<file path="src/rtl/rmii_rx_framer.sv">
// RMII receive framer: qualifies the 01..01/11 preamble, then emits payload dibits
// with a one-cycle done pulse at end of frame and err pulses on framing faults.
module rmii_rx_framer #(
    parameter int unsigned MIN_PREAMBLE_DIBITS = 8,
    parameter int unsigned MAX_DIBITS          = 6144
) (
    input  logic       clk,
    input  logic       reset,
    input  logic       crs_dv,
    input  logic [1:0] rxd,
    output logic [1:0] out,
    output logic       outclk,
    output logic       done,
    output logic       err
);
    typedef enum logic [1:0] {IDLE, PREAMBLE, DATA, WAIT_IDLE} state_t;

    localparam int unsigned   PW      = $clog2(MIN_PREAMBLE_DIBITS + 1);
    localparam int unsigned   CW      = $clog2(MAX_DIBITS + 1);
    localparam logic [PW-1:0] PRE_SAT = PW'(MIN_PREAMBLE_DIBITS);
    localparam logic [PW-1:0] PRE_ACC = PW'(MIN_PREAMBLE_DIBITS - 1);
    localparam logic [CW-1:0] DMAX    = CW'(MAX_DIBITS);

    state_t        state_q, state_d;
    logic          crs_q;
    logic [1:0]    rxd_q;
    logic [PW-1:0] pre_cnt_q, pre_cnt_d;
    logic [1:0]    pend_q, pend_d;
    logic          pend_crs_q, pend_crs_d;
    logic          pend_vld_q, pend_vld_d;
    logic [CW-1:0] dcnt_q, dcnt_d;
    logic          low_q, low_d;
    logic [1:0]    out_q, out_d;
    logic          outclk_q, outclk_d;
    logic          done_q, done_d;
    logic          err_q, err_d;

    always_comb begin
        state_d    = state_q;
        pre_cnt_d  = pre_cnt_q;
        pend_d     = pend_q;
        pend_crs_d = pend_crs_q;
        pend_vld_d = pend_vld_q;
        dcnt_d     = dcnt_q;
        low_d      = low_q;
        out_d      = out_q;
        outclk_d   = 1'b0;
        done_d     = 1'b0;
        err_d      = 1'b0;

        case (state_q)
            IDLE: begin
                if (crs_q && rxd_q == 2'b01) begin
                    state_d   = PREAMBLE;
                    pre_cnt_d = PW'(1);
                end
            end
            PREAMBLE: begin
                if (!crs_q) begin
                    state_d = IDLE;
                end else if (rxd_q == 2'b01) begin
                    if (pre_cnt_q != PRE_SAT) pre_cnt_d = pre_cnt_q + PW'(1);
                end else if (rxd_q == 2'b11 && pre_cnt_q >= PRE_ACC) begin
                    state_d    = DATA;
                    dcnt_d     = '0;
                    pend_vld_d = 1'b0;
                end else begin
                    err_d   = 1'b1;
                    low_d   = 1'b0;
                    state_d = WAIT_IDLE;
                end
            end
            DATA: begin
                pend_d     = rxd_q;
                pend_crs_d = crs_q;
                pend_vld_d = 1'b1;
                // A pending dibit survives if carrier was seen on either side of it,
                // which tolerates CRS_DV toggling at end of carrier.
                if (pend_vld_q) begin
                    if (pend_crs_q || crs_q) begin
                        if (dcnt_q == DMAX) begin
                            done_d  = 1'b1;
                            err_d   = 1'b1;
                            low_d   = 1'b0;
                            state_d = WAIT_IDLE;
                        end else begin
                            out_d    = pend_q;
                            outclk_d = 1'b1;
                            dcnt_d   = dcnt_q + CW'(1);
                        end
                    end else begin
                        done_d  = 1'b1;
                        err_d   = (dcnt_q[1:0] != 2'b00);
                        state_d = IDLE;
                    end
                end
            end
            WAIT_IDLE: begin
                if (crs_q) begin
                    low_d = 1'b0;
                end else if (low_q) begin
                    state_d = IDLE;
                end else begin
                    low_d = 1'b1;
                end
            end
            default: state_d = IDLE;
        endcase
    end

    always_ff @(posedge clk or posedge reset) begin
        if (reset) begin
            state_q    <= IDLE;
            crs_q      <= 1'b0;
            rxd_q      <= '0;
            pre_cnt_q  <= '0;
            pend_q     <= '0;
            pend_crs_q <= 1'b0;
            pend_vld_q <= 1'b0;
            dcnt_q     <= '0;
            low_q      <= 1'b0;
            out_q      <= '0;
            outclk_q   <= 1'b0;
            done_q     <= 1'b0;
            err_q      <= 1'b0;
        end else begin
            state_q    <= state_d;
            crs_q      <= crs_dv;
            rxd_q      <= rxd;
            pre_cnt_q  <= pre_cnt_d;
            pend_q     <= pend_d;
            pend_crs_q <= pend_crs_d;
            pend_vld_q <= pend_vld_d;
            dcnt_q     <= dcnt_d;
            low_q      <= low_d;
            out_q      <= out_d;
            outclk_q   <= outclk_d;
            done_q     <= done_d;
            err_q      <= err_d;
        end
    end

    assign out    = out_q;
    assign outclk = outclk_q;
    assign done   = done_q;
    assign err    = err_q;

endmodule

</file>
<file path="config.mk">
export PLATFORM = sky130hd
export DESIGN_NAME = rmii_rx_framer
export DESIGN_NICKNAME = d
export VERILOG_FILES = /design/src/rtl/rmii_rx_framer.sv
export SDC_FILE = /design/constraint.sdc
export NUM_CORES = 1
export LEC_CHECK = 0
export CAP_MARGIN = 25
export CELL_PAD_IN_SITES_DETAIL_PLACEMENT = 1
export CELL_PAD_IN_SITES_GLOBAL_PLACEMENT = 1
export CORE_MARGIN = 5
export CORE_UTILIZATION = 47
export DETAILED_ROUTE_END_ITERATION = 6
export GPL_TIMING_DRIVEN = 0
export PLACE_DENSITY = 0.87
export SYNTH_ARGS = -nofsm -noshare
export SYNTH_HDL_FRONTEND = slang
export SYNTH_SLANG_ARGS = --single-unit
</file>
<file path="constraint.sdc">
create_clock -name clk -period 2.4 [get_ports clk]
set_input_delay 0.48 -clock clk [delete_from_list [all_inputs] [get_ports clk]]
set_output_delay 0.48 -clock clk [all_outputs]
set_load 0.05 [all_outputs]
</file>
### Word-level counts from Yosys, hierarchy flattened

Index checks and enable logic that the tools add are counted.

* register bits: 32
* bits in latches: 0
* RAM bits: 0
* bits in read-only memories: 0
* bits of input ports: 5
* output and inout port bits: 5
* word-level logic and storage cells: 101
* memories: 0

* add/sub/neg operators: 2
* multipliers: 0
* div/mod/pow operators: 0
* $lt $le $gt $ge: 1
* equality and inequality tests: 22
* shifts and indexed selects: 0
* multiplexer cells: 48
* bitwise gates (word level): 1
* reductions and logical operators: 14

Operators by type and width (number)
* two-way mux 13 bit: 6
* != test 2 bit, second input constant: 13
* one-hot mux 13 bit (2 select lines): 1
* two-way mux 1 bit: 24
* two-way mux 2 bit: 8
* two-way mux 4 bit: 4
* AND reduction 7 bit: 2
* adder 13 x 1 -> 13 bit, second input constant: 1
* == test 13 bit, second input constant: 1
* one-hot mux 2 bit (4 select lines): 1
* one-hot mux 4 bit (2 select lines): 1
* AND reduction 4 bit: 2
* == test 2 bit, second input constant: 3
* != test 3 bit, second input constant: 2
* AND reduction 6 bit: 1
* nonzero test 2 bit: 3
* AND reduction 5 bit: 1
* adder 4 x 1 -> 4 bit, second input constant: 1
* == test 2 x 1 -> 1 bit, second input constant: 2
* greater-or-equal comparator 4 x 3 -> 1 bit, second input constant: 1
* != test 4 bit, second input constant: 1
* one-hot mux 1 bit (2 select lines): 2
* one-hot mux 1 bit (3 select lines): 1
* nonzero test 3 bit: 1
* 4 further kinds: 5

### Longest topological paths before layout

Gate-level depths: netlist of run 1.

* depth in word-level cells: 6
* depth in mapped cells: 8
* depth with buffers taken out: 6

### Worst setup path before layout of run 1

Ideal clock, no wire load.

* path type: reg2reg
* start: register state_q[0]
* end: register dcnt_q[12]
* setup time: 124 ps
* data arrival time: 1752 ps
* required time: 2276 ps
* setup slack: 524 ps
* stages on the path, launching flop included: 8
* buffers on the path: 1
* period minus slack after synthesis: 1876 ps
* cells stage by stage: dfrtp_1 > inv_1 > ha_1 > buf_2 > mux2i_1 > nor3_1 > and4_1 > a211o_1

* cells in the longest elaborated chain, start to end: 3
* elaborated cells on any way between the ends: 11
* those cells by class: 8 x eq/ne; 1 x mux; 2 x reduce/logical

RTL lines
* from (decl): RTL line 24 `state_t state_q, state_d;`
* from (signal assigned): RTL line 127 `state_q <= state_d;`
* == test 2 bit or == test 2 x 1 -> 1 bit (tied branches): RTL line 51 `case (state_q)`
* != test 2 bit (no line) or nonzero test 2 bit (tied branches)
* AND reduction 7 bit (no line)
* to (signal assigned): RTL line 134 `dcnt_q <= dcnt_d;`
* to (decl): RTL line 31 `logic [CW-1:0] dcnt_q, dcnt_d;`

Parallel ways exist; a longest one is shown, timed or not.
A chain may end at the register's enable or synchronous reset.

### Worst setup path after layout of run 1

* start: register state_q[0]
* end: register dcnt_q[6]

Same word-level chain as after synthesis.

==> summary.md, run 1 <==
| Metric | Value |
|---|---|
| Outcome | `completed` |
| Crit-path max cell delay | `between 0.4 and 0.5 ns` |
| TritonCTS Sinks | `32` |
| Most frequent CP cell | `clkbuf_1` |
| Share of cells above drive strength 1 | `between 10% and 20%` |
| First-pass GRT wire length | `between 8 and 9 mm` |
| Ys async rst share | `between 90% and 100%` |
| Critical path capture point type | `flop` |
| Clk slew on worst S/H paths | `approximately 0.07 ns` |
| TritonCTS clock tree | `yes` |
| Hold Vio Cnt, Final | `0` |
| Initial DRC Count | `75` |
| CTS root buffer | `clkbuf_8` |
| Critical setup path kind | `flop to flop` |
| Die Height | `between 70 and 80 um` |
| #FFs+latches synth | `32` |
| DRT antenna net count | `0` |
| Max clock buf depth | `2` |
| Fillers | `around 450` |
| Routed vias | `around 1700` |
| Buf+Inv Stages, Crit Path | `4` |
| CP top delay family | `buffers and inverters` |
| Max rail drop VDD | `between 500 and 600 uV` |
| HP Start | `out[1]` |
| Setup tns final | `0 ns` |
| Core area | `~0.004 mm2` |
| Ys Warns | `0` |
| Final #Nets | `between 200 and 250` |
| Worst setup SP type | `flop` |
| Vias/cell | `around 6.4` |
| Achievable frequency | `~450 MHz` |
| Pin count of the biggest net entering global routing | `19` |
| Worst-margin pin slew | `between 0.7 and 0.8 ns` |
| Number of flops mapped to enable cells by yosys | `0` |
| Port bufs | `9` |
| Worst Setup SP | `state_q[0]` |
| Synthesized area | `about 0.0019 mm2` |
| Initial antenna violation count | `0` |
| Die W | `~74 um` |
| DRC violations left | `0` |
| Unrepaired setup endpoints after global routing | `no` |
| Post-DR wirelength/cell | `19.6 um` |
| ANT cells | `0` |
| GRT Total Usage | `between 20% and 30%` |
| Area growth, synth to finish | `14.5%` |
| Hold/Removal Path Class | `flop to flop` |
| Post-synthesis cell type count | `56` |
| Leak | `0.911 nW` |
| Final hold slack | `between 0.4 and 0.5 ns` |
| Most frequent cells in the layout | `dfrtp_1, nor2_1, inv_1` |
| Overflow after GRT | `0` |
| Worst-case clock skew | `0.0135 ns` |
| Hold_buf cts | `0` |
| Crit-path max FO | `10` |
| Setup Buffers After CTS | `0` |
| Pwr dens | `~1000 mW/mm2` |
| Period utilization | `92.2%` |
| Final setup viols | `0` |
| I/O pins | `10` |
| H-tree depth | `2` |
| Crit path DAT | `around 2.4 ns` |
| Main flop type after synthesis | `dfrtp_1` |
| Vias in the first global route | `~1800` |
| Gpl congestion | `~0.83` |
| Critical-path top delay cell | `clkbuf_1` |
| Initial Util | `48.3%` |
| Minimum clock period | `between 2 and 2.5 ns` |
| Worst rel slew slack | `about 51%` |
| DRT Pass-1 Iters | `4` |
| CP Cell Sequence | `inv_1 > ha_1 > buf_2 > clkbuf_1 > clkbuf_1 > nand3b_1 > o221ai_1` |
| Syn_area_per_cell | `between 10 and 15 um2` |
| Worst EP required | `2.61 ns` |
| Detailed placement HPWL | `3.67 mm` |
| Max_cap viols | `0` |
| Fin. max-slew vios | `0` |
| Worst R2R Start | `state_q[0]` |
| Most common cell after layout, fill and taps aside | `dfrtp_1` |
| Resized cells post-CTS | `0` |
| Clock buffer count from CTS | `5` |
| Area of the die | `roughly 0.0055 mm2` |
| Final WL | `5.10 mm` |
| Mapped Nets | `between 200 and 250` |
| Sequential area share after synthesis | `between 40 and 50%` |
| Rows | `23` |
| Cells after synthesis | `between 150 and 200` |
| Clock latency at the later pin of the worst-skew pair | `approximately 0.3 ns` |
## cell families after synthesis
family | after synthesis | synth area share, %
and+or+nand+nor | 75 | 24.4
muxes | 9 | 5.05
DFF | 32 | 41.5
buffers and inverters | 19 | 4.08
adders and majority gates | 9 | 5.83
AOI/OAI and AO/OA | 47 | 18.3
xor gates and xnor gates | 2 | 0.907
## path summary, 6_finish.rpt
path	slack (ns)	endpoint	cells after the start
worst max-delay path	0.19	dcnt_q[6]	7
worst min-delay path	0.49	out[1]	1
worst max register to register	0.19	dcnt_q[6]	7
worst min register to register	0.49	out[1]	1
max in group asynchronous	1.25	pend_q[0]	3
min in group asynchronous	0.60	dcnt_q[5]	2
## final cells by class
cell class / instances / area [um2] / area share [%]
Multi-Input combinational cell: 142 / 1060 / 47.7
Buffer: 8 / 37.5 / 1.70
Tap cell: 50 / 62.6 / 2.83
Clock buffer: 7 / 96.3 / 4.36
Inverter: 11 / 41.3 / 1.87
Timing Repair Buffer: 10 / 118 / 5.32
Sequential cell: 32 / 801 / 36.2
## synth_stat cells (all sizes together), types with 2 or more instances
cell	number	area share, %
o2bb2ai	4	1.8
inv	11	2.1
dfrtp	32	41
o21a	3	1.2
a31oi	3	0.97
o221ai	2	0.91
and4	2	0.97
mux2	6	3.5
nand4	2	0.65
buf	4	1.2
ha	9	5.8
nor4	7	2.3
nor2b	3	0.97
o21ai	8	2.1
xnor2	2	0.91
nand2	9	1.7
mux2i	3	1.6
nand3b	4	1.6
a211o	2	1.4
and4b	2	1.0
nor2	13	2.5
a31o	2	0.91
nand3	12	3.9
nor4b	5	3.2
o31a	3	1.4
clkbuf	4	0.78
nor3	6	1.6
o211ai	3	1.2
o31ai	3	1.2
nand2b	2	0.65
and3	2	0.71
a21oi	5	1.5
## flip-flops by register name, indices dropped and copies added (netlist names)
name / flops
pend_q: 2
rxd_q: 2
crs_q: 1
state_q: 2
dcnt_q: 13
pre_cnt_q: 4
out: 2
low_q: 1
err: 1
outclk: 1
done: 1
pend_vld_q: 1
pend_crs_q: 1
## stage by stage
stage	setup slack, ns	utilization [%]	instance area, um2	cells	power, mW
6_report	0.187	55.3	2210	260	2.15
5_1_grt	0.0465	55.3	2210	260	2.28
4_1_cts	0.0914	55.2	2210	260	2.14
3_5_place_dp	0.120	52.8	2110	253	1.67
3_3_place_gp	0.195	52.1	2080	252	1.61
2_1_floorplan	0.524	-	1930	193	1.39
## where the power goes
group          internal (mW)  leakage, nW  switching (mW)
clock                  0.255       0.0503           0.197
combinational          0.330        0.442           0.621
sequential             0.651        0.418          0.0945
total                   1.24        0.911           0.912
## worst register-to-register path: stages (launching register included)
cell and delay [ns]:
dfrtp_1 0.40, inv_1 0.14, ha_1 0.16, buf_2 0.21, clkbuf_1 0.42, clkbuf_1 0.46, nand3b_1 0.14, o221ai_1 0.20
## routing by layer
metal	track usage, %	part of all wire, %	up-vias
li1	-	-	767
met1	25.6	45	859
met2	35.8	50	31
met3	4.59	3.5	6
met4	7.04	1.3	0
met5	0	0	-
No activity file was read; power rests on OpenSTA's default activity.
==> inputs of run 2 (changes only) <==
Settings changed: CORE_UTILIZATION 47 to 49, DONT_BUFFER_PORTS set to 1, PLACE_DENSITY 0.87 to 0.86, SLEW_MARGIN set to 10.
==> summary.md, run 2 (synthesis gave the netlist of run 1 again) <==
| Metric | Value |
|---|---|
| Outcome | `completed` |
| Routed vias | `between 1500 and 2000` |
| Fillers | `~440` |
| Die Height | `about 73 um` |
| Clock buffer count from CTS | `5` |
| TritonCTS clock tree | `yes` |
| I/O pins | `10` |
| Worst Setup SP | `state_q[0]` |
| Resized cells post-CTS | `0` |
| Rows | `22` |
| Gpl congestion | `0.857` |
| Most frequent cells in the layout | `dfrtp_1, nor2_1, inv_1` |
| DP Area | `~0.0020 mm2` |
| First-pass GRT wire length | `~9.7 mm` |
| Leak | `0.895 nW` |
| Final hold slack | `0.125 ns` |
| DRT Pass-1 Iters | `4` |
| Worst setup SP type | `flop` |
| Unrepaired setup endpoints after global routing | `no` |
| CP top delay family | `compound AO/OA/AOI/OAI gates` |
| Buf+Inv Stages, Crit Path | `2` |
| Design Area, Final | `approximately 0.0022 mm2` |
| Post-DR wirelength/cell | `~23 um` |
| Worst rel slew slack | `a little under three fifths` |
| Minimum clock period | `2.24 ns` |
| Setup tns final | `0 ns` |
| Max rail drop VDD | `669 uV` |
| Die W | `72.8 um` |
| Sequential Area | `between 800 and 900 um2` |
| Area growth, synth to finish | `11.3%` |
| Achievable frequency | `roughly 450 MHz` |
| Worst EP required | `between 2 and 3 ns` |
| Initial antenna violation count | `0` |
| Crit-path max cell delay | `0.41 ns` |
| Worst-case clock skew | `~0.014 ns` |
| Max_cap viols | `0` |
| Pwr dens | `1060 mW/mm2` |
| Clock latency at the later pin of the worst-skew pair | `0.30 ns` |
| Vias in the first global route | `around 1900` |
| Crit path depth | `7` |
| Critical-path top delay cell | `dfrtp_1` |
| DRC violations left | `0` |
| Hold_buf cts | `0` |
| Final WL | `5.75 mm` |
| Initial Util | `between 50% and 60%` |
| Reg with most FFs | `dcnt_q` |
| Critical setup path kind | `flop to flop` |
| Worst r2r path cells | `7` |
| Core area | `about 0.0037 mm2` |
| Setup Buffers After CTS | `0` |
| Fin. max-slew vios | `0` |
| Final #Nets | `215` |
| Multi-input logic area | `0.00106 mm2` |
| Largest register FFs | `13` |
| Hold Vio Cnt, Final | `0` |
| DRT antenna net count | `0` |
| Crit-path max FO | `9` |
| Share of cells above drive strength 1 | `roughly 15%` |
| CP Cell Sequence | `inv_1 > ha_1 > buf_2 > o21ai_0 > a31o_2 > nor2_1 > mux2_1` |
| Worst R2R Start | `state_q[0]` |
| Final setup viols | `0` |
| Port bufs | `0` |
| Pin count of the biggest net entering global routing | `21` |
| H-tree depth | `2` |
| Hold/Removal Path Class | `input port to async pin` |
| Period utilization | `between 90% and 100%` |
| Most common cell after layout, fill and taps aside | `dfrtp_1` |
| Detailed placement HPWL | `approximately 3.7 mm` |
| Vias/cell | `6.87` |
| Clk slew on worst S/H paths | `about 0.08 ns` |
| ANT cells | `0` |
| Dpl ws | `a little under 0.09 ns` |
| TritonCTS Sinks | `32` |
| Initial DRC Count | `about 130` |
| Overflow after GRT | `0` |
| CP Capture Point | `out[1]` |
| Critical path capture point type | `flop` |
| R2R Path End | `out[1]` |
| Crit path DAT | `about 2.4 ns` |
| CTS root buffer | `clkbuf_8` |
| Biggest regs | `dcnt_q: 13 flops, pre_cnt_q: 4 flops` |
| Worst-margin pin slew | `roughly 0.63 ns` |
| Final setup margin | `roughly 0.16 ns` |
| Area of the die | `0.00530 mm2` |
| Max clock buf depth | `2` |
| GRT Total Usage | `between 20% and 30%` |
| Setup slack, reg-to-reg | `0.16 ns` |
[run 2: worst min path at each step]
stage / start / end / slack, ns / depth (start not counted)
floorplan: pend_q[0] / out[0] / 0.46 / 1
global route: reset / pre_cnt_q[3] / 0.19 / 1
detailed placement: reset / crs_q / 0.47 / 1
global placement: pend_q[1] / out[1] / 0.47 / 1
finish: reset / dcnt_q[5] / 0.13 / 1
CTS: reset / dcnt_q[5] / 0.16 / 1
[run 2: area by class of cell]
| cell class | count | share of cell area [%] |
|---|---|---|
| inverter | 11 | 1.92 |
| clock inverter | 1 | 1.40 |
| clock buffer | 7 | 4.48 |
| sequential | 32 | 37.2 |
| multi-input combinational | 142 | 49.1 |
| buffer | 8 | 1.80 |
| timing repair buffer | 1 | 1.28 |
| tap | 48 | 2.79 |
[run 2: per-stage QoR]
| stage | cells | power (mW) | utilization, % |
|---|---|---|---|
| after floorplan | 193 | 1.39 | - |
| after global placement | 241 | 1.57 | 53.2 |
| after detailed placement | 242 | 1.65 | 53.9 |
| after CTS | 250 | 2.26 | 57.3 |
| after global routing | 250 | 2.40 | 57.5 |
| final | 250 | 2.28 | 57.5 |
[run 2: report_power, final]
| part | switching, mW | internal (mW) |
|---|---|---|
| Sequential | 0.184 | 0.649 |
| Clock | 0.215 | 0.366 |
| Combinational | 0.578 | 0.290 |
[run 2: layer usage]
metal  GRT usage, %  up-vias  routed length (um)
li1               -      753                   -
met2           40.9       87                2930
met5              0        -                   0
met3           6.34       17                 468
met4           11.3        0                 174
met1           28.6      861                2170
[run 2: worst register-to-register path, cell delays in order (launching register included)]
cell     delay, ns
dfrtp_1       0.41
inv_1         0.15
ha_1          0.16
buf_2         0.21
o21ai_0       0.25
a31o_2        0.37
nor2_1        0.22
mux2_1        0.35
